`config.mk`:
```
export PLATFORM = sky130hd
export DESIGN_NAME = convertidor_binario_bcd
export DESIGN_NICKNAME = d
export VERILOG_FILES = /design/src/rtl/conv_bcd_pkg.sv /design/src/rtl/ajuste_digito_bcd.sv /design/src/rtl/convertidor_binario_bcd.sv
export SDC_FILE = /design/constraint.sdc
export NUM_CORES = 1
export LEC_CHECK = 0
export ABC_AREA = 1
export CAP_MARGIN = 20
export CORE_MARGIN = 10
export CORE_UTILIZATION = 50
export DETAILED_ROUTE_END_ITERATION = 10
export PLACE_DENSITY = 0.85
export SLEW_MARGIN = 5
export SYNTH_ARGS = -nofsm -noshare
export SYNTH_HDL_FRONTEND = slang
export SYNTH_HIERARCHICAL = 1
export SYNTH_SLANG_ARGS = --single-unit
```
`constraint.sdc`:
```
create_clock -name i_Reloj -period 1.3 [get_ports i_Reloj]
set_input_delay 0.26 -clock i_Reloj [delete_from_list [all_inputs] [get_ports i_Reloj]]
set_output_delay 0.26 -clock i_Reloj [all_outputs]
set_load 0.005 [all_outputs]
```
`src/rtl/conv_bcd_pkg.sv`:
```
// ============================================================================
// Module : conv_bcd_pkg
// Brief  : Shared types and constants for the binary-to-BCD converter.
// Rev    : 1.0 - initial release
// ============================================================================
`default_nettype none

package conv_bcd_pkg;

    typedef enum logic [1:0] {
        REPOSO    = 2'd0,
        CONVIERTE = 2'd1,
        FIN       = 2'd2
    } estado_t;

    localparam logic [15:0] BCD_MAX      = 16'h9999;
    localparam logic [31:0] VALOR_MAX    = 32'd9999;
    localparam int          ANCHO_DIGITO = 4;
    localparam int          NUM_DIGITOS  = 4;

endpackage

`default_nettype wire

```
`src/rtl/ajuste_digito_bcd.sv`:
```
// ============================================================================
// Module : ajuste_digito_bcd
// Brief  : Add-3 correction of one BCD nibble ahead of the shift.
// Rev    : 1.0 - initial release
// ============================================================================
`default_nettype none

module ajuste_digito_bcd
    import conv_bcd_pkg::*;
(
    input  logic [ANCHO_DIGITO-1:0] digito_i,
    output logic [ANCHO_DIGITO-1:0] digito_o
);

    always_comb begin
        digito_o = digito_i;
        if (digito_i >= 4'd5) begin
            digito_o = digito_i + 4'd3;
        end
    end

endmodule

`default_nettype wire

```
`src/rtl/convertidor_binario_bcd.sv`:
```
// ============================================================================
// Module : convertidor_binario_bcd
// Brief  : Iterative shift-and-add-3 binary to 4-digit BCD converter with
//          start/busy/done handshake. Define CONVERTIDOR_BCD_APAGAR_CEROS_EN
//          to add the leading-zero blank mask output.
// Rev    : 1.0 - initial release
// ============================================================================
`default_nettype none

module convertidor_binario_bcd
    import conv_bcd_pkg::*;
#(
    parameter int ANCHO_ENTRADA = 14
)(
    input  logic                     i_Reloj,
    input  logic                     i_Reset,
    input  logic                     i_Inicio,
    input  logic [ANCHO_ENTRADA-1:0] i_Binario,
    output logic                     o_Ocupado,
    output logic                     o_Listo,
    output logic                     o_Desborde,
    output logic [3:0]               o_Datos_0,
    output logic [3:0]               o_Datos_1,
    output logic [3:0]               o_Datos_2,
    output logic [3:0]               o_Datos_3
`ifdef CONVERTIDOR_BCD_APAGAR_CEROS_EN
    ,
    output logic [3:0]               o_Apagar_4_Bits
`endif
);

    localparam int                    ANCHO_CONT = $clog2(ANCHO_ENTRADA + 1);
    localparam logic [ANCHO_CONT-1:0] CONT_CARGA = ANCHO_CONT'(ANCHO_ENTRADA);
    localparam logic [ANCHO_CONT-1:0] CONT_UNO   = ANCHO_CONT'(1);

    estado_t                  estado_q;
    logic [ANCHO_ENTRADA-1:0] bin_q;
    logic [15:0]              bcd_q;
    logic [ANCHO_CONT-1:0]    cont_q;
    logic                     desborde_pend_q;
    logic                     ocupado_q;
    logic                     listo_q;
    logic                     desborde_q;
    logic [15:0]              datos_q;

    logic [15:0]              bcd_ajustado_d;
    logic [15:0]              resultado_d;
    logic                     desborde_d;

    generate
        for (genvar g = 0; g < NUM_DIGITOS; g++) begin : g_ajuste
            ajuste_digito_bcd u_ajuste (
                .digito_i (bcd_q[g*ANCHO_DIGITO +: ANCHO_DIGITO]),
                .digito_o (bcd_ajustado_d[g*ANCHO_DIGITO +: ANCHO_DIGITO])
            );
        end
    endgenerate

    // Overflow is decided on the captured binary, since the 16-bit accumulator cannot hold 5 digits.
    assign desborde_d  = {{(32-ANCHO_ENTRADA){1'b0}}, i_Binario} > VALOR_MAX;
    assign resultado_d = desborde_pend_q ? BCD_MAX : bcd_q;

`ifdef CONVERTIDOR_BCD_APAGAR_CEROS_EN
    logic [3:0] mascara_q;
    logic [3:0] mascara_d;

    always_comb begin
        mascara_d    = 4'b0000;
        mascara_d[3] = (resultado_d[15:12] == 4'd0);
        mascara_d[2] = mascara_d[3] && (resultado_d[11:8] == 4'd0);
        mascara_d[1] = mascara_d[2] && (resultado_d[7:4] == 4'd0);
    end

    assign o_Apagar_4_Bits = mascara_q;
`endif

    always_ff @(posedge i_Reloj) begin
        if (i_Reset) begin
            estado_q        <= REPOSO;
            bin_q           <= '0;
            bcd_q           <= '0;
            cont_q          <= '0;
            desborde_pend_q <= 1'b0;
            ocupado_q       <= 1'b0;
            listo_q         <= 1'b0;
            desborde_q      <= 1'b0;
            datos_q         <= '0;
`ifdef CONVERTIDOR_BCD_APAGAR_CEROS_EN
            mascara_q       <= 4'b1110;
`endif
        end else begin
            listo_q <= 1'b0;
            case (estado_q)
                REPOSO: begin
                    if (i_Inicio) begin
                        bin_q           <= i_Binario;
                        bcd_q           <= '0;
                        cont_q          <= CONT_CARGA;
                        desborde_pend_q <= desborde_d;
                        ocupado_q       <= 1'b1;
                        estado_q        <= CONVIERTE;
                    end
                end
                CONVIERTE: begin
                    {bcd_q, bin_q} <= {bcd_ajustado_d, bin_q} << 1;
                    cont_q         <= cont_q - CONT_UNO;
                    if (cont_q == CONT_UNO) begin
                        estado_q <= FIN;
                    end
                end
                FIN: begin
                    datos_q    <= resultado_d;
                    desborde_q <= desborde_pend_q;
                    listo_q    <= 1'b1;
                    ocupado_q  <= 1'b0;
                    estado_q   <= REPOSO;
`ifdef CONVERTIDOR_BCD_APAGAR_CEROS_EN
                    mascara_q  <= mascara_d;
`endif
                end
                default: begin
                    estado_q <= REPOSO;
                end
            endcase
        end
    end

    assign o_Ocupado  = ocupado_q;
    assign o_Listo    = listo_q;
    assign o_Desborde = desborde_q;
    assign o_Datos_0  = datos_q[3:0];
    assign o_Datos_1  = datos_q[7:4];
    assign o_Datos_2  = datos_q[11:8];
    assign o_Datos_3  = datos_q[15:12];

endmodule

`default_nettype wire
```
==> flow_summary_export.csv <==
group,metric,value,unit
outcome,status,"completed",
placed_design,gp_congestion,0.915,
worst_hold_path,hold_class,"reg2reg",
synthesis,yosysWarnings,6,
critical_path,cp-start-kind,"flip-flop",
cells_and_area,fillerInstances,447,
routing,vias,2543,
clock_network,cts_tree,"built",
placed_design,io_buffers,35,
clock_network,clock_path_buffers,2,
clock_network,h-tree-depth,2,
grt,track_usage,0.154,
clock_network,holdBufCountCts,0,
worst_hold_path,min_path_cells,2,
critical_path,critPathMostFrequentCell,"nor2_4",
routing,routed_wl,6680,um
routing,routedWlPerCell,13.4,um
pwr,switchingPower,883,uW
critical_path,path_cells,"inv_1 > ha_1 > nor2_4 > nor2_4 > a21oi_2 > nand2_1 > o31ai_1",
synthesis,syn_nets,395,
cells_and_area,syn2layout_area_growth,24.4,%
timing,finalCritPeriodShare,0.952,
timing,setup_viol,0,
critical_path,max_stage_delay,0.35,ns
grt,antenna_found_initial,0,
floorplan,die_x,94.8,um
routing,drtPass1Iterations,4,
grt,grt_pass1_wl,11300,um
timing,drv_slew,0,
floorplan,die_h,94.8,um
floorplan,start_util,0.511,
job,maxCapViolCount,0,
synthesis,syn-cell-area,0.00280,sq mm
pwr,p_int,2430,uW
critical_path,critPathKind,"reg2reg",
cells_and_area,regArea,0.00114,sq mm
clock_network,root_buffer,"clkbuf_8",
routing,drt_iter0_markers,105,
pwr,comb_power_share,0.149,
synthesis,synth_cells,368,
grt,grt_max_degree,25,
clock_network,cts_sinks,56,
timing,skew,0.00643,ns
critical_path,cp_slowest_cell,"dfxtp_2",
timing,worst_pin_slew,0.248,ns
pwr,power_density,951,mW/mm^2
timing,fmax,0.808,GHz
pwr,pwr-share-seq,0.550,
floorplan,core,0.00547,sq mm
timing,rsz0062_at_grt,"yes",
timing,relSlewSlack,0.835,
timing,fin_crit,1.24,ns
placed_design,dp_hpwl,5010,um
cells_and_area,final_nets,452,
critical_path,path_buf_inv,1,
clock_network,cts.clk_slew.worst_paths,0.10,ns
grt,grt_overflow,0,
floorplan,dieArea,0.00899,sq mm
routing,postRouteAntennaNets,0,
timing,finalSetupTns,0,ns
cells_and_area,antenna_cells,0,
cells_and_area,design_area,0.00348,sq mm
clock_network,clkLatencyLatePin,0.32,ns
pwr,clock_power_share,0.301,
pwr,p_leak,0.00148,uW
placed_design,postPlaceCellArea,0.00336,sq mm
critical_path,worst-path-max-fanout,4,
timing,final-hold-violation-count,0,
floorplan,rows,27,
critical_path,reg2reg_slack,0.06,ns
critical_path,cp_top_family,"flip-flops",
synthesis,synth_area_per_cell,7.61,sq um
routing,vias_per_cell,5.11,
routing,drc,0,
grt,grt_pass1_vias,2485,
cells_and_area,final_layout_size_suffix_gt1_frac,0.256,
cells_and_area,multi_input_area,0.00142,sq mm
critical_path,worstPathArrival,1.46,ns
critical_path,r2r_cells,7,
floorplan,ios,36,
pwr,netSwitchingFraction,0.267,
critical_path,worstSetupPathDepth,7,
critical_path,end_kind,"flip-flop",
critical_path,cp.required,1.52,ns
pwr,peakVddDrop,0.000559,V
clock_network,numCtsBuffers,5,
worst min-delay path: cells and delay by family (launching register included):
family	cells	cell delay [ns]
simple gates	2	0.12
flops	1	0.33
state kept, by name, summed over array words and instances, names as in the netlist:
name,flops
estado_q,2
bin_q,14
bcd_q,16
cont_q,4
o_Desborde,1
desborde_pend_q,1
o_Listo,1
o_Ocupado,1
datos_q,16
final cells by class:
cell class,instances,area share
Inverter,47,0.0528
Multi-Input combinational cell,253,0.406
Tap cell,72,0.0259
Clock buffer,7,0.0248
Clock inverter,1,0.00216
Sequential cell,56,0.329
Timing Repair Buffer,62,0.159
power groups by stage:
stage	logic [uW]	registers, uW	clock network (uW)
after floorplan	292	1860	0
after global placement	479	1860	0
after detailed placement	490	1860	0
after CTS	488	1820	1010
after global routing	543	1830	1080
final	492	1820	999
through the flow:
step | total power, uW | cells | setup slack, ns | hold WS (ns) | utilization
final | 3310 | 498 | 0.0630 | 0.477 | 0.636
after global routing | 3450 | 498 | -0.0349 | 0.500 | 0.636
after CTS | 3320 | 496 | 0.0222 | 0.483 | 0.629
after detailed placement | 2350 | 488 | -0.186 | 0.463 | 0.614
after global placement | 2340 | 488 | -0.160 | 0.456 | 0.614
after floorplan | 2150 | 368 | 0.0638 | 0.373 | -
layer usage:
metal  global-route usage  routed length, um
met2                0.268               3360
met4               0.0549                131
met1                0.176               2810
met3               0.0420                371
met5                    0                  0
cell usage in the layout (no fill, tap or decap), types with 7 or more instances in the layout:
| master | count |
|---|---|
| nor2_1 | 34 |
| inv_2 | 8 |
| dlygate4sd2_1 | 19 |
| clkdlybuf4s50_1 | 16 |
| dfxtp_1 | 37 |
| o21ai_2 | 14 |
| dfxtp_2 | 19 |
| ha_1 | 7 |
| a21oi_1 | 11 |
| buf_4 | 25 |
| o31ai_1 | 7 |
| o21ai_0 | 24 |
| nor2_4 | 11 |
| nand3_1 | 24 |
| inv_1 | 37 |
| nand2_1 | 87 |
worst paths after layout:
path | from | end
worst max-delay path | bcd_q[0] | bcd_q[4]
worst min-delay path | o_Ocupado | o_Ocupado
worst max register to register | bcd_q[0] | bcd_q[4]
worst min register to register | o_Ocupado | o_Ocupado
timing repair:
action | CTS | global route
resized for setup | 30 | 19
buffers inserted | 0 | 2
setup endpoints to repair | 21 | 17
pin swaps | 0 | 12
endpoints found under the hold margin | 0 | 0
(Power assumes the default switching activity.)
